--- config.mk ---
export PLATFORM = sky130hd
export DESIGN_NAME = ball_motion
export DESIGN_NICKNAME = d
export VERILOG_FILES = /design/src/rtl/pinball_pkg.sv /design/src/rtl/collision_side_detector.sv /design/src/rtl/ball_motion.sv
export SDC_FILE = /design/constraint.sdc
export NUM_CORES = 1
export LEC_CHECK = 0
export ABC_AREA = 0
export ABC_CLOCK_PERIOD_IN_PS = 3600
export BUFFER_PORTS_ARGS = -buffer_cell sky130_fd_sc_hd__buf_4
export CAP_MARGIN = 15
export CORE_AREA = 5 5 107 109
export CTS_CLUSTER_DIAMETER = 60
export DETAILED_ROUTE_END_ITERATION = 8
export DIE_AREA = 0 0 112 114
export GPL_TIMING_DRIVEN = 0
export PLACE_DENSITY = 0.77
export SLEW_MARGIN = 20
export SYNTH_ARGS = -nofsm -noshare
export SYNTH_HDL_FRONTEND = slang
export SYNTH_HIERARCHICAL = 1
export SYNTH_SLANG_ARGS = --single-unit
--- constraint.sdc ---
create_clock -name clk -period 3.6 [get_ports clk]
set_input_delay 0.18 -clock clk [delete_from_list [all_inputs] [get_ports clk]]
set_output_delay 0.18 -clock clk [all_outputs]
set_load 0.005 [all_outputs]
--- src/rtl/pinball_pkg.sv ---
// Shared pinball types and constants: fixed-point formats, screen size, ball FSM states.
package pinball_pkg;

  localparam int unsigned FIXED_SHIFT   = 6;
  localparam int unsigned SCREEN_WIDTH  = 640;
  localparam int unsigned SCREEN_HEIGHT = 480;

  localparam int unsigned PIXEL_W = 11;
  localparam int unsigned POS_W   = 18;
  localparam int unsigned SPEED_W = 16;

  typedef enum logic [1:0] {
    COLLECT = 2'd0,
    SPEED   = 2'd1,
    POS     = 2'd2
  } ball_state_t;

  typedef logic signed [POS_W-1:0]   fixed_pos_t;
  typedef logic signed [SPEED_W-1:0] fixed_speed_t;

  // Integer pixel coordinate of a fixed-point position (arithmetic shift, then truncate).
  function automatic logic [PIXEL_W-1:0] to_pixel(input fixed_pos_t pos);
    return PIXEL_W'(pos >>> FIXED_SHIFT);
  endfunction

endpackage

--- src/rtl/collision_side_detector.sv ---
// Classifies border/flipper collision pixels by ball quadrant and keeps sticky hit flags.
module collision_side_detector
  import pinball_pkg::*;
#(
  parameter int unsigned OBJECT_SIZE = 32
) (
  input  logic                 clk,
  input  logic                 resetN,
  input  logic                 enable,
  input  logic                 clear,
  input  logic [PIXEL_W-1:0]   pixelX,
  input  logic [PIXEL_W-1:0]   pixelY,
  input  logic [PIXEL_W-1:0]   topLeftX,
  input  logic [PIXEL_W-1:0]   topLeftY,
  input  logic                 collisionBorders,
  input  logic                 collisionFlipper,
  output logic                 hitLeft,
  output logic                 hitRight,
  output logic                 hitTop,
  output logic                 hitBottom,
  output logic                 hitFlip
);

  localparam logic [PIXEL_W-1:0] HALF_SIZE = PIXEL_W'(OBJECT_SIZE / 2);

  logic [PIXEL_W-1:0] dx;
  logic [PIXEL_W-1:0] dy;
  logic               border_c;
  logic               flip_c;
  logic               left_c;
  logic               right_c;
  logic               top_c;
  logic               bottom_c;

  // Offset of the colliding pixel inside the ball picks the side that was struck.
  always_comb begin
    dx       = pixelX - topLeftX;
    dy       = pixelY - topLeftY;
    border_c = enable & collisionBorders;
    flip_c   = enable & collisionFlipper;
    left_c   = border_c & (dx <  HALF_SIZE);
    right_c  = border_c & (dx >= HALF_SIZE);
    top_c    = border_c & (dy <  HALF_SIZE);
    bottom_c = border_c & (dy >= HALF_SIZE);
  end

  // Sticky flags; on clear the old frame is dropped but a same-cycle hit starts the new one.
  always_ff @(posedge clk or negedge resetN) begin
    if (!resetN) begin
      hitLeft   <= 1'b0;
      hitRight  <= 1'b0;
      hitTop    <= 1'b0;
      hitBottom <= 1'b0;
      hitFlip   <= 1'b0;
    end else if (clear) begin
      hitLeft   <= left_c;
      hitRight  <= right_c;
      hitTop    <= top_c;
      hitBottom <= bottom_c;
      hitFlip   <= flip_c;
    end else begin
      hitLeft   <= hitLeft   | left_c;
      hitRight  <= hitRight  | right_c;
      hitTop    <= hitTop    | top_c;
      hitBottom <= hitBottom | bottom_c;
      hitFlip   <= hitFlip   | flip_c;
    end
  end

endmodule

--- src/rtl/ball_motion.sv ---
// Per-frame ball motion: collects side hits during scan, then updates speed and position.
module ball_motion
  import pinball_pkg::*;
#(
  parameter int          INIT_X       = 280,
  parameter int          INIT_Y       = 185,
  parameter int          INIT_X_SPEED = 40,
  parameter int          INIT_Y_SPEED = -60,
  parameter int          GRAVITY      = 1,
  parameter int          MAX_Y_SPEED  = 380,
  parameter int          FLIPPER_KICK = 300,
  parameter int unsigned OBJECT_SIZE  = 32
) (
  input  logic               clk,
  input  logic               resetN,
  input  logic               startOfFrame,
  input  logic [10:0]        pixelX,
  input  logic [10:0]        pixelY,
  input  logic               collisionBorders,
  input  logic               collisionFlipper,
  input  logic               pause,
  output logic [10:0]        topLeftX,
  output logic [10:0]        topLeftY,
  output logic               flipperHit
);

  localparam fixed_pos_t   INIT_POS_X   = POS_W'(INIT_X * (2 ** FIXED_SHIFT));
  localparam fixed_pos_t   INIT_POS_Y   = POS_W'(INIT_Y * (2 ** FIXED_SHIFT));
  localparam fixed_speed_t INIT_SPEED_X = SPEED_W'(INIT_X_SPEED);
  localparam fixed_speed_t INIT_SPEED_Y = SPEED_W'(INIT_Y_SPEED);
  localparam fixed_speed_t KICK_SPEED   = SPEED_W'(-FLIPPER_KICK);
  localparam logic signed [SPEED_W:0] GRAVITY_W = (SPEED_W+1)'(GRAVITY);
  localparam logic signed [SPEED_W:0] MAX_Y_W   = (SPEED_W+1)'(MAX_Y_SPEED);

  ball_state_t  state;
  ball_state_t  next_state;

  fixed_pos_t   pos_x;
  fixed_pos_t   pos_y;
  fixed_speed_t x_speed;
  fixed_speed_t y_speed;
  fixed_speed_t x_speed_nxt;
  fixed_speed_t y_speed_nxt;

  logic live_left, live_right, live_top, live_bottom, live_flip;
  logic snap_left, snap_right, snap_top, snap_bottom, snap_flip;

  logic snapshot_c;
  logic speed_en_c;
  logic pos_en_c;
  logic flipper_hit_nxt_c;

  logic x_neg_c, x_pos_c, y_neg_c, y_pos_c;
  logic signed [SPEED_W:0] y_grav;

  assign topLeftX = to_pixel(pos_x);
  assign topLeftY = to_pixel(pos_y);

  collision_side_detector #(
    .OBJECT_SIZE (OBJECT_SIZE)
  ) u_det (
    .clk              (clk),
    .resetN           (resetN),
    .enable           (state == COLLECT),
    .clear            (snapshot_c),
    .pixelX           (pixelX),
    .pixelY           (pixelY),
    .topLeftX         (topLeftX),
    .topLeftY         (topLeftY),
    .collisionBorders (collisionBorders),
    .collisionFlipper (collisionFlipper),
    .hitLeft          (live_left),
    .hitRight         (live_right),
    .hitTop           (live_top),
    .hitBottom        (live_bottom),
    .hitFlip          (live_flip)
  );

  // FSM state register.
  always_ff @(posedge clk or negedge resetN) begin
    if (!resetN) state <= COLLECT;
    else         state <= next_state;
  end

  // Next state: wait for frame start, then one cycle each for speed and position.
  always_comb begin
    next_state = state;
    unique case (state)
      COLLECT: if (startOfFrame) next_state = SPEED;
      SPEED:   next_state = POS;
      POS:     next_state = COLLECT;
      default: next_state = COLLECT;
    endcase
  end

  // Per-state control strobes.
  always_comb begin
    snapshot_c        = 1'b0;
    speed_en_c        = 1'b0;
    pos_en_c          = 1'b0;
    flipper_hit_nxt_c = 1'b0;
    unique case (state)
      COLLECT: snapshot_c = startOfFrame;
      SPEED: begin
        speed_en_c        = ~pause;
        flipper_hit_nxt_c = snap_flip;
      end
      POS:     pos_en_c = ~pause;
      default: ;
    endcase
  end

  // Frame snapshot of the hit flags.
  always_ff @(posedge clk or negedge resetN) begin
    if (!resetN) begin
      snap_left   <= 1'b0;
      snap_right  <= 1'b0;
      snap_top    <= 1'b0;
      snap_bottom <= 1'b0;
      snap_flip   <= 1'b0;
    end else if (snapshot_c) begin
      snap_left   <= live_left;
      snap_right  <= live_right;
      snap_top    <= live_top;
      snap_bottom <= live_bottom;
      snap_flip   <= live_flip;
    end
  end

  // Bounce, kick and saturating gravity; opposing hits on one axis cancel the bounce.
  always_comb begin
    x_neg_c = x_speed[SPEED_W-1];
    x_pos_c = ~x_speed[SPEED_W-1] & (x_speed != '0);
    y_neg_c = y_speed[SPEED_W-1];
    y_pos_c = ~y_speed[SPEED_W-1] & (y_speed != '0);
    y_grav  = (SPEED_W+1)'(y_speed) + GRAVITY_W;

    x_speed_nxt = x_speed;
    if ((snap_left & ~snap_right & x_neg_c) | (snap_right & ~snap_left & x_pos_c))
      x_speed_nxt = -x_speed;

    if (snap_flip & y_pos_c)
      y_speed_nxt = KICK_SPEED;
    else if ((snap_top & ~snap_bottom & y_neg_c) | (snap_bottom & ~snap_top & y_pos_c))
      y_speed_nxt = -y_speed;
    else if (y_grav > MAX_Y_W)
      y_speed_nxt = SPEED_W'(MAX_Y_SPEED);
    else
      y_speed_nxt = SPEED_W'(y_grav);
  end

  // Speed and position registers.
  always_ff @(posedge clk or negedge resetN) begin
    if (!resetN) begin
      x_speed <= INIT_SPEED_X;
      y_speed <= INIT_SPEED_Y;
      pos_x   <= INIT_POS_X;
      pos_y   <= INIT_POS_Y;
    end else begin
      if (speed_en_c) begin
        x_speed <= x_speed_nxt;
        y_speed <= y_speed_nxt;
      end
      if (pos_en_c) begin
        pos_x <= pos_x + POS_W'(x_speed);
        pos_y <= pos_y + POS_W'(y_speed);
      end
    end
  end

  // Scoring pulse, high during the POS cycle of a frame that saw the flipper.
  always_ff @(posedge clk or negedge resetN) begin
    if (!resetN) flipperHit <= 1'b0;
    else         flipperHit <= flipper_hit_nxt_c;
  end

endmodule

Word-level counts from Yosys, hierarchy flattened
Cells that the tools add are included.

Magnitude comparators: 5. Bitwise gates (word level): 31. Multiplexer cells: 14. Shift-type cells: 0. Div/mod/pow operators: 0. Multipliers: 0. Eq/ne operators: 3. Reductions and logical operators: 4. Add/subtract/negate cells: 7.

Operators with widths (number): two-way mux 16 bit (3); adder 18 x 16 -> 18 bit (2); negator 16 bit (2); nonzero test 16 bit (2); greater-or-equal comparator 11 x 5 -> 1 bit (second input constant) (2); < comparator 11 x 5 -> 1 bit (second input constant) (2); subtractor 11 bit (2); adder 16 x 2 -> 17 bit (second input constant) (1); bitwise AND 1 bit (17); greater-than comparator 17 x 10 -> 1 bit (second input constant) (1); two-way mux 1 bit (9); inverter 1 bit (7); OR 1 bit (7); one-hot mux 2 bit (2 select lines) (1); equality test 2 x 1 -> 1 bit (second input constant) (1); equality test 2 bit (second input constant) (1); zero test 2 bit (1); two-way mux 2 bit (1); inequality test 2 bit (second input constant) (1); AND reduction 2 bit (1).

Memory bits (read-only): 0. Flip-flop bits (word level): 81. RAM bits: 0. Latch bits: 0. Logic and storage cells: 80. Memories: 0. Input port bits: 28.

Longest topological paths before layout
Gate-level depths: netlist of the first run.

Depth after elaboration: 6. Gate-level depth with buffers: 11. Gate-level depth less buffers: 11.

Hierarchy
Netlist of the first run, hierarchy kept.

Modules (own cells, without submodules): ball_motion (times used 1, cells an instance 572, area an instance 5066.1 um^2, sequential area each 1727.9 um^2); collision_side_detector (times used 1, cells an instance 147, area an instance 1098.6 um^2, sequential area each 125.1 um^2).

Worst setup path after synthesis of the first run
Ideal clock, no wire load.

Kind: reg2reg. Start: reg y_speed[0]. End: reg pos_y[16]. Stages on the path, launching flop included: 12. Arrival time: 2.474 ns. Slack: 0.995 ns. Path buffers: 0. Clock period less this slack: 2.605 ns. Setup time: 0.131 ns. Path through: dfrtp_1 ha_1 inv_1 fa_1 nand2b_1 a21boi_0 o2111ai_1 a31oi_1 a41oi_1 mux2i_1 o21ai_0 xor2_1.

Word-level cells in the longest chain between the ends: 1.

Ends and longest elaborated chain: start, declared (line ball_motion.sv:41) `fixed_speed_t y_speed;`; start signal, assigned (line ball_motion.sv:162) `y_speed <= y_speed_nxt;`; adder 18 x 16 -> 18 bit (line ball_motion.sv:166) `pos_y <= pos_y + POS_W'(y_speed);`; end signal, assigned (line ball_motion.sv:166); end, declared (line ball_motion.sv:39) `fixed_pos_t pos_y;`.

No other way between the ends. A chain may end at the register's enable or synchronous reset.

Worst setup path after layout of the first run
Ends and elaborated chain as after synthesis.

==> results of run 1 <==
## cells by family (layout without fill, tap and decap cells)
group                      Yosys count  after routing
adders and majority gates           55             55
DFF                                 73             73
AOI/OAI and AO/OA                  221            221
and+or+nand+nor                    215            215
other                                1              1
muxes                               10             10
xor gates and xnor gates            47             47
buffers and inverters               97            164
## power breakdown
part	switching [W]	internal [W]	total [W]
Combinational	0.00201	0.00171	0.00372
Sequential	0.000380	0.00120	0.00158
Clock	0.000332	0.000360	0.000692
Total	0.00273	0.00327	0.00599
## cells in the mapped netlist, drive strengths merged (9+ instances only)
| master | n |
|---|---|
| ha | 53 |
| dfstp | 21 |
| o21ai | 61 |
| inv | 45 |
| nand3 | 14 |
| xnor2 | 23 |
| dfrtp | 52 |
| or3 | 10 |
| a31oi | 14 |
| a21oi | 50 |
| nor2 | 45 |
| and3 | 9 |
| buf | 34 |
| nand2 | 69 |
| a21o | 13 |
| a211oi | 9 |
| xor2 | 24 |
| clkbuf | 18 |
| nor3 | 17 |
## worst paths after layout
| path | to | slack (ns) | depth (start not counted) |
|---|---|---|---|
| worst max-delay path | pos_y[16] | 0.29 | 11 |
| worst min-delay path | state[0] | 0.04 | 2 |
| worst max register to register | pos_y[16] | 0.29 | 11 |
| worst min register to register | pos_y[4] | 0.49 | 2 |
| max in group asynchronous | snap_top | 2.48 | 2 |
| min in group asynchronous | pos_x[3] | 0.51 | 2 |
## layout make-up
class	count	area [um2]	share of cell area (%)
plain buffers	52	317	4.57
clock buffers	12	155	2.24
clock inverters	4	51.3	0.740
inverters	45	169	2.44
multi-input cells	549	3830	55.2
flip-flops and latches	73	1850	26.7
well taps	140	175	2.53
repair buffers	51	385	5.56
## through the flow
step	util, %	power (W)	hold WS (ns)	worst slack, ns
global route	66.0	0.00654	0.0423	0.0327
detailed placement	63.9	0.00524	0.392	0.418
global placement	63.9	0.00507	0.377	0.493
CTS	66.0	0.00596	0.0243	0.371
floorplan	-	0.00432	-0.116	0.995
finish	66.0	0.00599	0.0398	0.292
## critical path, cell delays in order (launching register included)
cell       delay [ns]
dfrtp_1          0.51
ha_1             0.24
inv_1            0.05
fa_1             0.39
nand2b_1         0.17
a21boi_0         0.44
o2111ai_1        0.27
a31oi_1          0.41
a41oi_1          0.24
mux2i_1          0.19
o21ai_0          0.11
xor2_1           0.15
## timing repair
item	in CTS	in global routing
hold endpoints to repair	1	0
hold buffers	1	0
setup buffers	0	0
## sequential cells by signal (all words and copies together) (netlist names), 2 cells and up
name,count
state,2
pos_y,17
pos_x,14
x_speed,13
y_speed,16
## metal layers
metal | vias to the layer above | GRT usage [%] | routed length, um
li1 | 2692 | - | -
met1 | 2660 | 32.6 | 6950
met2 | 125 | 41.1 | 7160
met3 | 16 | 4.88 | 700
met4 | 0 | 6.49 | 265
met5 | - | 0 | 0
## cells in the final DEF, fill, tap and decap left out, drive strengths merged, types with 10 or more instances in the layout
cell type / Yosys / routed
a21o: 13 / 13
a21oi: 50 / 50
a31oi: 14 / 14
buf: 34 / 84
clkbuf: 18 / 30
dfrtp: 52 / 52
dfstp: 21 / 21
ha: 53 / 53
inv: 45 / 46
nand2: 69 / 69
nand3: 14 / 14
nor2: 45 / 45
nor3: 17 / 17
o21ai: 61 / 61
or3: 10 / 10
xnor2: 23 / 23
xor2: 24 / 24
==> results.json, run 1 <==
{
  "status": "completed",
  "die_area_um2": 12800,
  "io_pins": 51,
  "finalMaxSlewViolations": 0,
  "layout-drive-gt1-share_pct": 19.6,
  "dp_cells": 909,
  "mappedNetlistArea_um2": 6160,
  "drc": 0,
  "path_class": "register to register",
  "finalInstanceArea_um2": 6930,
  "synth-adder-area-share_pct": 11.4,
  "synth-edff-count": 0,
  "max_freq_mhz": 302,
  "overflow": 0,
  "synth_top_cell_area_share_pct": 21.1,
  "cts.repair.resized": 0,
  "cts_tree": "yes",
  "clockBufferDepth": 2,
  "antennaDiodeCount": 0,
  "wl_per_cell_um": 16.3,
  "endpoint_kind": "register",
  "slew_headroom_pct": 37.0,
  "crit_path_start": "y_speed[0]",
  "dpl.hpwl_um": 11400,
  "path_clk_slew_ns": 0.09,
  "chipHeight_um": 114,
  "power_density_nw_per_um2": 864,
  "row_count": 38,
  "place_area_um2": 6720,
  "leakagePower_nw": 3.21,
  "synth-xor-area-share_pct": 6.68,
  "place.port_buffers": 50,
  "syn_to_final_growth_pct": 12.4,
  "syn_nets": 802,
  "synth_top_family_by_area": "compound AO/OA/AOI/OAI gates",
  "tightestPinTransition_ns": 0.944,
  "maxCapViolCount": 0,
  "firstDrtPassIters": 5,
  "die_x_um": 112,
  "critPathRequiredTime_ns": 3.83,
  "hold_viol": 0,
  "finalCritPeriodShare_pct": 91.9,
  "fin_crit_ns": 3.31,
  "critPathMaxFanout": 8,
  "yosys_warnings": 6,
  "cp.arrival_ns": 3.54,
  "synth-seq-cells": 73,
  "hp-class": "primary input to register",
  "synth.area.top_cells": "dfrtp_1 21%, ha_1 11%, dfstp_2 9.0%, o21ai_0 4.5%, nand2_1 4.2%",
  "setup_tns_ns": 0,
  "start_kind": "register",
  "nNetsFinal": 864,
  "postSynthAreaPerCell_um2": 8.57,
  "grt_pass1_wl_um": 25700,
  "htreeDepth": 3,
  "clock-skew-final_ns": 0.0144,
  "drt_iter0_markers": 399,
  "final_antenna_net_count": 0,
  "antenna_found_initial": 0,
  "peakVddDrop_uv": 466,
  "cts_sinks": 73,
  "rsz0062_at_grt": "no",
  "cts_root_buf": "clkbuf_8",
  "core_um2": 10500,
  "ys.flop_type": "dfrtp_1",
  "wl_um": 15100,
  "setup_viol": 0,
  "grt_use_total_pct": 24.5,
  "min_from": "startOfFrame",
  "synth-compound-area-share_pct": 24.1,
  "async_reset_ff_share_pct": 100,
  "start_util_pct": 58.7,
  "worst_skew_pair.late_latency_ns": 0.36,
  "synth-simple-area-share_pct": 18.1,
  "fillers": 893,
  "yosysUniqueCellTypes": 83,
  "gp_congestion": 0.926,
  "cts_inserted_buffers": 9,
  "grt_pass1_vias": 5304,
  "grt_max_degree": 74,
  "timing.rr.start": "y_speed[0]",
  "dr_total_vias": 5493,
  "synth_mux_area_share_pct": 1.77,
  "yosysTopAreaCell": "dfrtp_1",
  "fin_cells": 926,
  "synthCells": 719,
  "synth.yosys.seq_area_share_pct": 30.1,
  "via_per_inst": 5.93
}
Power figures use the tool's default switching activity.
==> run 2: changes to the inputs <==
Settings changed: GPL_TIMING_DRIVEN 0 to 1.
==> results.json, run 2 (synthesized netlist as in run 1, its figures left out) <==
{
  "p_clk_share_pct": 10.0,
  "overflow": 0,
  "via_per_inst": 6.01,
  "pwr-share-comb_pct": 59.3,
  "reg2regPathDepth": 7,
  "setup_tns_ns": 0,
  "path_clk_slew_ns": 0.08,
  "layout-drive-gt1-share_pct": 16.8,
  "leakagePower_nw": 3.03,
  "path_class": "register to register",
  "layout_common_cells": "69 x nand2_1, 56 x o21ai_0, 56 x buf_4",
  "power_density_nw_per_um2": 855,
  "gp_congestion": 0.885,
  "finalMaxSlewViolations": 0,
  "status": "completed",
  "finalInstanceArea_um2": 6610,
  "peakVddDrop_uv": 359,
  "hold_viol": 0,
  "rsz0062_at_grt": "no",
  "tightestPinTransition_ns": 0.926,
  "place.port_buffers": 50,
  "htreeDepth": 3,
  "grt.busiest_layer": "met2",
  "dr_total_vias": 5292,
  "postCtsSetupRepairBufs": 0,
  "switching_power_w": 0.00265,
  "top_register": "pos_y",
  "grtUsageMet1_pct": 31.5,
  "grt_use_met2_pct": 39.2,
  "wl_per_cell_um": 16.6,
  "row_count": 38,
  "timing.hold.ws_ns": 0.0385,
  "wl_um": 14600,
  "finalCritPeriodShare_pct": 84.2,
  "max_freq_mhz": 330,
  "endpoint_kind": "register",
  "chipHeight_um": 114,
  "p_sw_share_pct": 46.9,
  "syn_to_final_growth_pct": 7.25,
  "grt_max_degree": 74,
  "place_area_um2": 6440,
  "cts_tree": "yes",
  "cts.repair.resized": 0,
  "clockBufferDepth": 2,
  "grt_use_total_pct": 24.0,
  "critPathRequiredTime_ns": 3.86,
  "cp.arrival_ns": 3.29,
  "worst_skew_pair.late_latency_ns": 0.36,
  "cts_sinks": 73,
  "maxCapViolCount": 0,
  "setup_viol": 0,
  "final_common_cell": "nand2_1",
  "nNetsFinal": 818,
  "final_antenna_net_count": 0,
  "drc": 0,
  "die_area_um2": 12800,
  "start_kind": "register",
  "firstDrtPassIters": 5,
  "fin_crit_ns": 3.03,
  "grt_pass1_vias": 5261,
  "slew_headroom_pct": 38.2,
  "largest_register_ff_count": 17,
  "core_um2": 10500,
  "die_x_um": 112,
  "p_int_w": 0.00300,
  "pwr-share-seq_pct": 30.7,
  "start_util_pct": 58.7,
  "min_path_cells": 2,
  "met3_usage_pct": 5.36,
  "io_pins": 51,
  "cts_root_buf": "clkbuf_8",
  "drt_iter0_markers": 671,
  "antenna_found_initial": 0,
  "antennaDiodeCount": 0,
  "cts_inserted_buffers": 9,
  "clock-skew-final_ns": 0.0120,
  "dpl.hpwl_um": 11000,
  "critPathMaxFanout": 14,
  "hp-class": "primary input to register",
  "largest_registers": "pos_y: 17 flops, y_speed: 16 flops, pos_x: 14 flops",
  "holdBufCountCts": 1,
  "grt_pass1_wl_um": 25200
}
[run 2: changes by cell type in the layout (fill, tap and decap cells not counted), sizes merged]
cell / previous run / this run
clkbuf: 30 / 12
inv: 46 / 45
bufinv: 1 / 0
clkinv: 1 / 3
buf: 84 / 56
[run 2: power groups by stage]
| stage | logic, W | registers, W | clock network (W) |
|---|---|---|---|
| 6_report | 0.00335 | 0.00173 | 0.000565 |
| 4_1_cts | 0.00333 | 0.00172 | 0.000575 |
| 3_5_place_dp | 0.00331 | 0.00174 | 0 |
| 5_1_grt | 0.00378 | 0.00180 | 0.000608 |
| 3_3_place_gp | 0.00318 | 0.00171 | 0 |
| 2_1_floorplan | 0.00288 | 0.00145 | 0 |
[run 2: final cells by class]
type | instances | area, um2
multi-input combinational | 549 | 3830
sequential | 73 | 1850
clock inverter | 4 | 22.5
tap | 140 | 175
fill | 896 | 3900
inverter | 45 | 169
clock buffer | 12 | 135
timing repair buffer | 57 | 430
[run 2: layer usage]
layer / routed length, um / vias to the layer above
li1: - / 2606
met1: 6610 / 2471
met2: 6700 / 178
met3: 946 / 37
met4: 367 / 0
met5: 0 / -
[run 2: final timing paths]
path,start,to,slack [ns]
max,y_speed[6],pos_y[15],0.57
max reg2reg,y_speed[6],pos_y[15],0.57
min in group asynchronous,resetN,pos_x[5],0.49
min,startOfFrame,state[0],0.04
max in group asynchronous,resetN,pos_y[12],2.50
min reg2reg,x_speed[3],x_speed[3],0.42
[run 2: worst max-delay path: stages, from the launching register on]
cell and delay, ns:
dfstp_2 0.68, ha_1 0.33, a2111oi_0 0.59, a221oi_1 0.18, o311ai_1 0.40, a211oi_1 0.16, or3_1 0.34, a31o_2 0.23
[run 2: per-stage QoR]
step / cells / utilization, % / worst slack (ns) / power (W)
3_3_place_gp: 863 / 61.3 / 0.669 / 0.00489
4_1_cts: 880 / 62.9 / 0.573 / 0.00563
5_1_grt: 880 / 62.9 / 0.297 / 0.00619
3_5_place_dp: 863 / 61.3 / 0.614 / 0.00505
2_1_floorplan: 719 / - / 0.995 / 0.00432
6_report: 880 / 62.9 / 0.568 / 0.00565
==> run 3: changes to the inputs <==
Settings changed: ABC_CLOCK_PERIOD_IN_PS 3600 to 2900.
Clock period 3.6 ns to 2.9 ns, I/O delays scaled along.
==> results.json, run 3 (synthesized netlist as in run 1, its figures left out) <==
{
  "slowest_stage": "fa_1",
  "setup_viol": 0,
  "core_um2": 10500,
  "fillers": 853,
  "place_ws_ns": 0.0356,
  "hold_viol": 0,
  "peakVddDrop_uv": 539,
  "cts_inserted_buffers": 9,
  "htreeDepth": 3,
  "drc": 0,
  "leakagePower_nw": 3.21,
  "maxCapViolCount": 0,
  "clock-skew-final_ns": 0.0123,
  "cts_sinks": 73,
  "fin_crit_ns": 2.78,
  "fin_cells": 909,
  "timing.hold.ws_ns": 0.0216,
  "critPathBufInv": 0,
  "worst_skew_pair.late_latency_ns": 0.37,
  "nNetsFinal": 847,
  "die_x_um": 112,
  "dpl.hpwl_um": 11500,
  "dr_total_vias": 5429,
  "clockBufferDepth": 2,
  "wl_per_cell_um": 16.8,
  "layout-drive-gt1-share_pct": 20.7,
  "fin_ws_ns": 0.119,
  "via_per_inst": 5.97,
  "wl_um": 15300,
  "power_w": 0.00761,
  "slew_headroom_pct": 38.7,
  "status": "completed",
  "grt_pass1_wl_um": 25300,
  "grt_max_degree": 74,
  "firstDrtPassIters": 5,
  "cp.arrival_ns": 3.03,
  "finalCritPeriodShare_pct": 95.9,
  "io_pins": 51,
  "dp_cells": 891,
  "top_register": "pos_y",
  "endpoint_kind": "register",
  "path_cells": "fa_1 -> a211o_1 -> a21oi_1 -> o21ai_0 -> a211oi_2 -> o31ai_1 -> xor2_1 -> nand2_1 -> a22o_1",
  "largest_registers": "pos_y: 17 flops, y_speed: 16 flops, pos_x: 14 flops",
  "antenna_found_initial": 0,
  "row_count": 38,
  "critPathMaxFanout": 3,
  "chipHeight_um": 114,
  "cts_root_buf": "clkbuf_8",
  "overflow": 0,
  "drt_iter0_markers": 400,
  "die_area_um2": 12800,
  "antennaDiodeCount": 0,
  "critPathRequiredTime_ns": 3.15,
  "path_clk_slew_ns": 0.08,
  "max_freq_mhz": 360,
  "start_kind": "register",
  "cpPeakStageDelay_ns": 0.49,
  "crit_family": "compound AO/OA/AOI/OAI gates",
  "layout_common_cells": "84 x buf_4, 69 x nand2_1, 56 x o21ai_0",
  "hp-class": "primary input to register",
  "finalMaxSlewViolations": 0,
  "grt_use_total_pct": 24.2,
  "power_density_nw_per_um2": 1100,
  "postCtsSetupRepairBufs": 0,
  "final_common_cell": "buf_4",
  "largest_register_ff_count": 17,
  "gp_congestion": 0.910,
  "cts_tree": "yes",
  "path_class": "register to register",
  "tightestPinTransition_ns": 0.920,
  "place.port_buffers": 50,
  "final_antenna_net_count": 0,
  "start_util_pct": 58.7,
  "syn_to_final_growth_pct": 12.3,
  "setup_tns_ns": 0,
  "grt_pass1_vias": 5261
}
run 3: cell count changes in the layout (fill, tap and decap cells not counted), moves of 2 or more:
cell,delta
buf_4,+28
bufinv_16,+2
clkinv_4,+2
clkinv_2,-2
clkbuf_1,-3
run 3: what timing repair did:
| item | in CTS | in global routing |
|---|---|---|
| hold buffers | 2 | 0 |
| pin swaps | 0 | 0 |
| endpoints found under the hold margin | 53 | 0 |
| endpoints found under the setup margin | 1 | 18 |
| gates resized for setup | 1 | 5 |
run 3: stage by stage:
step           cell area, um2  utilization, %
2_1_floorplan            6160               -
5_1_grt                  6920            65.9
4_1_cts                  6900            65.7
3_3_place_gp             6650            63.3
3_5_place_dp             6650            63.3
6_report                 6920            65.9
run 3: cell type report:
cell class	count	area (um2)	area share, %
flip-flops and latches	73	1850	26.8
inverters	45	169	2.44
multi-input cells	549	3850	55.6
clock buffers	9	124	1.79
well taps	140	175	2.53
repair buffers	86	651	9.40
clock inverters	7	103	1.48
run 3: worst register-to-register path, cell delays in order, from the launching register on:
cell,delay [ns]
dfrtp_1,0.42
fa_1,0.49
a211o_1,0.31
a21oi_1,0.21
o21ai_0,0.24
a211oi_2,0.32
o31ai_1,0.14
xor2_1,0.21
nand2_1,0.09
a22o_1,0.25
run 3: where the power goes:
| group | switching (W) | internal (W) |
|---|---|---|
| Sequential | 0.000536 | 0.00149 |
| Clock | 0.000439 | 0.000495 |
| Combinational | 0.00249 | 0.00216 |
run 3: final timing paths:
kind / startpoint / end / slack [ns] / cells after the start
max reg2reg: pos_x[3] / pos_x[16] / 0.12 / 9
min reg2reg: x_speed[3] / x_speed[3] / 0.42 / 0
max in group asynchronous: resetN / y_speed[0] / 1.80 / 2
min: collisionFlipper / u_det/hitFlip / 0.02 / 2
max: pos_x[3] / pos_x[16] / 0.12 / 9
min in group asynchronous: resetN / pos_x[5] / 0.46 / 2
run 3: layer usage:
layer	GRT usage (%)	share of wire, %
met5	0	0
met4	9.94	3.2
met3	4.24	5.1
met2	39.6	47
met1	32.0	45
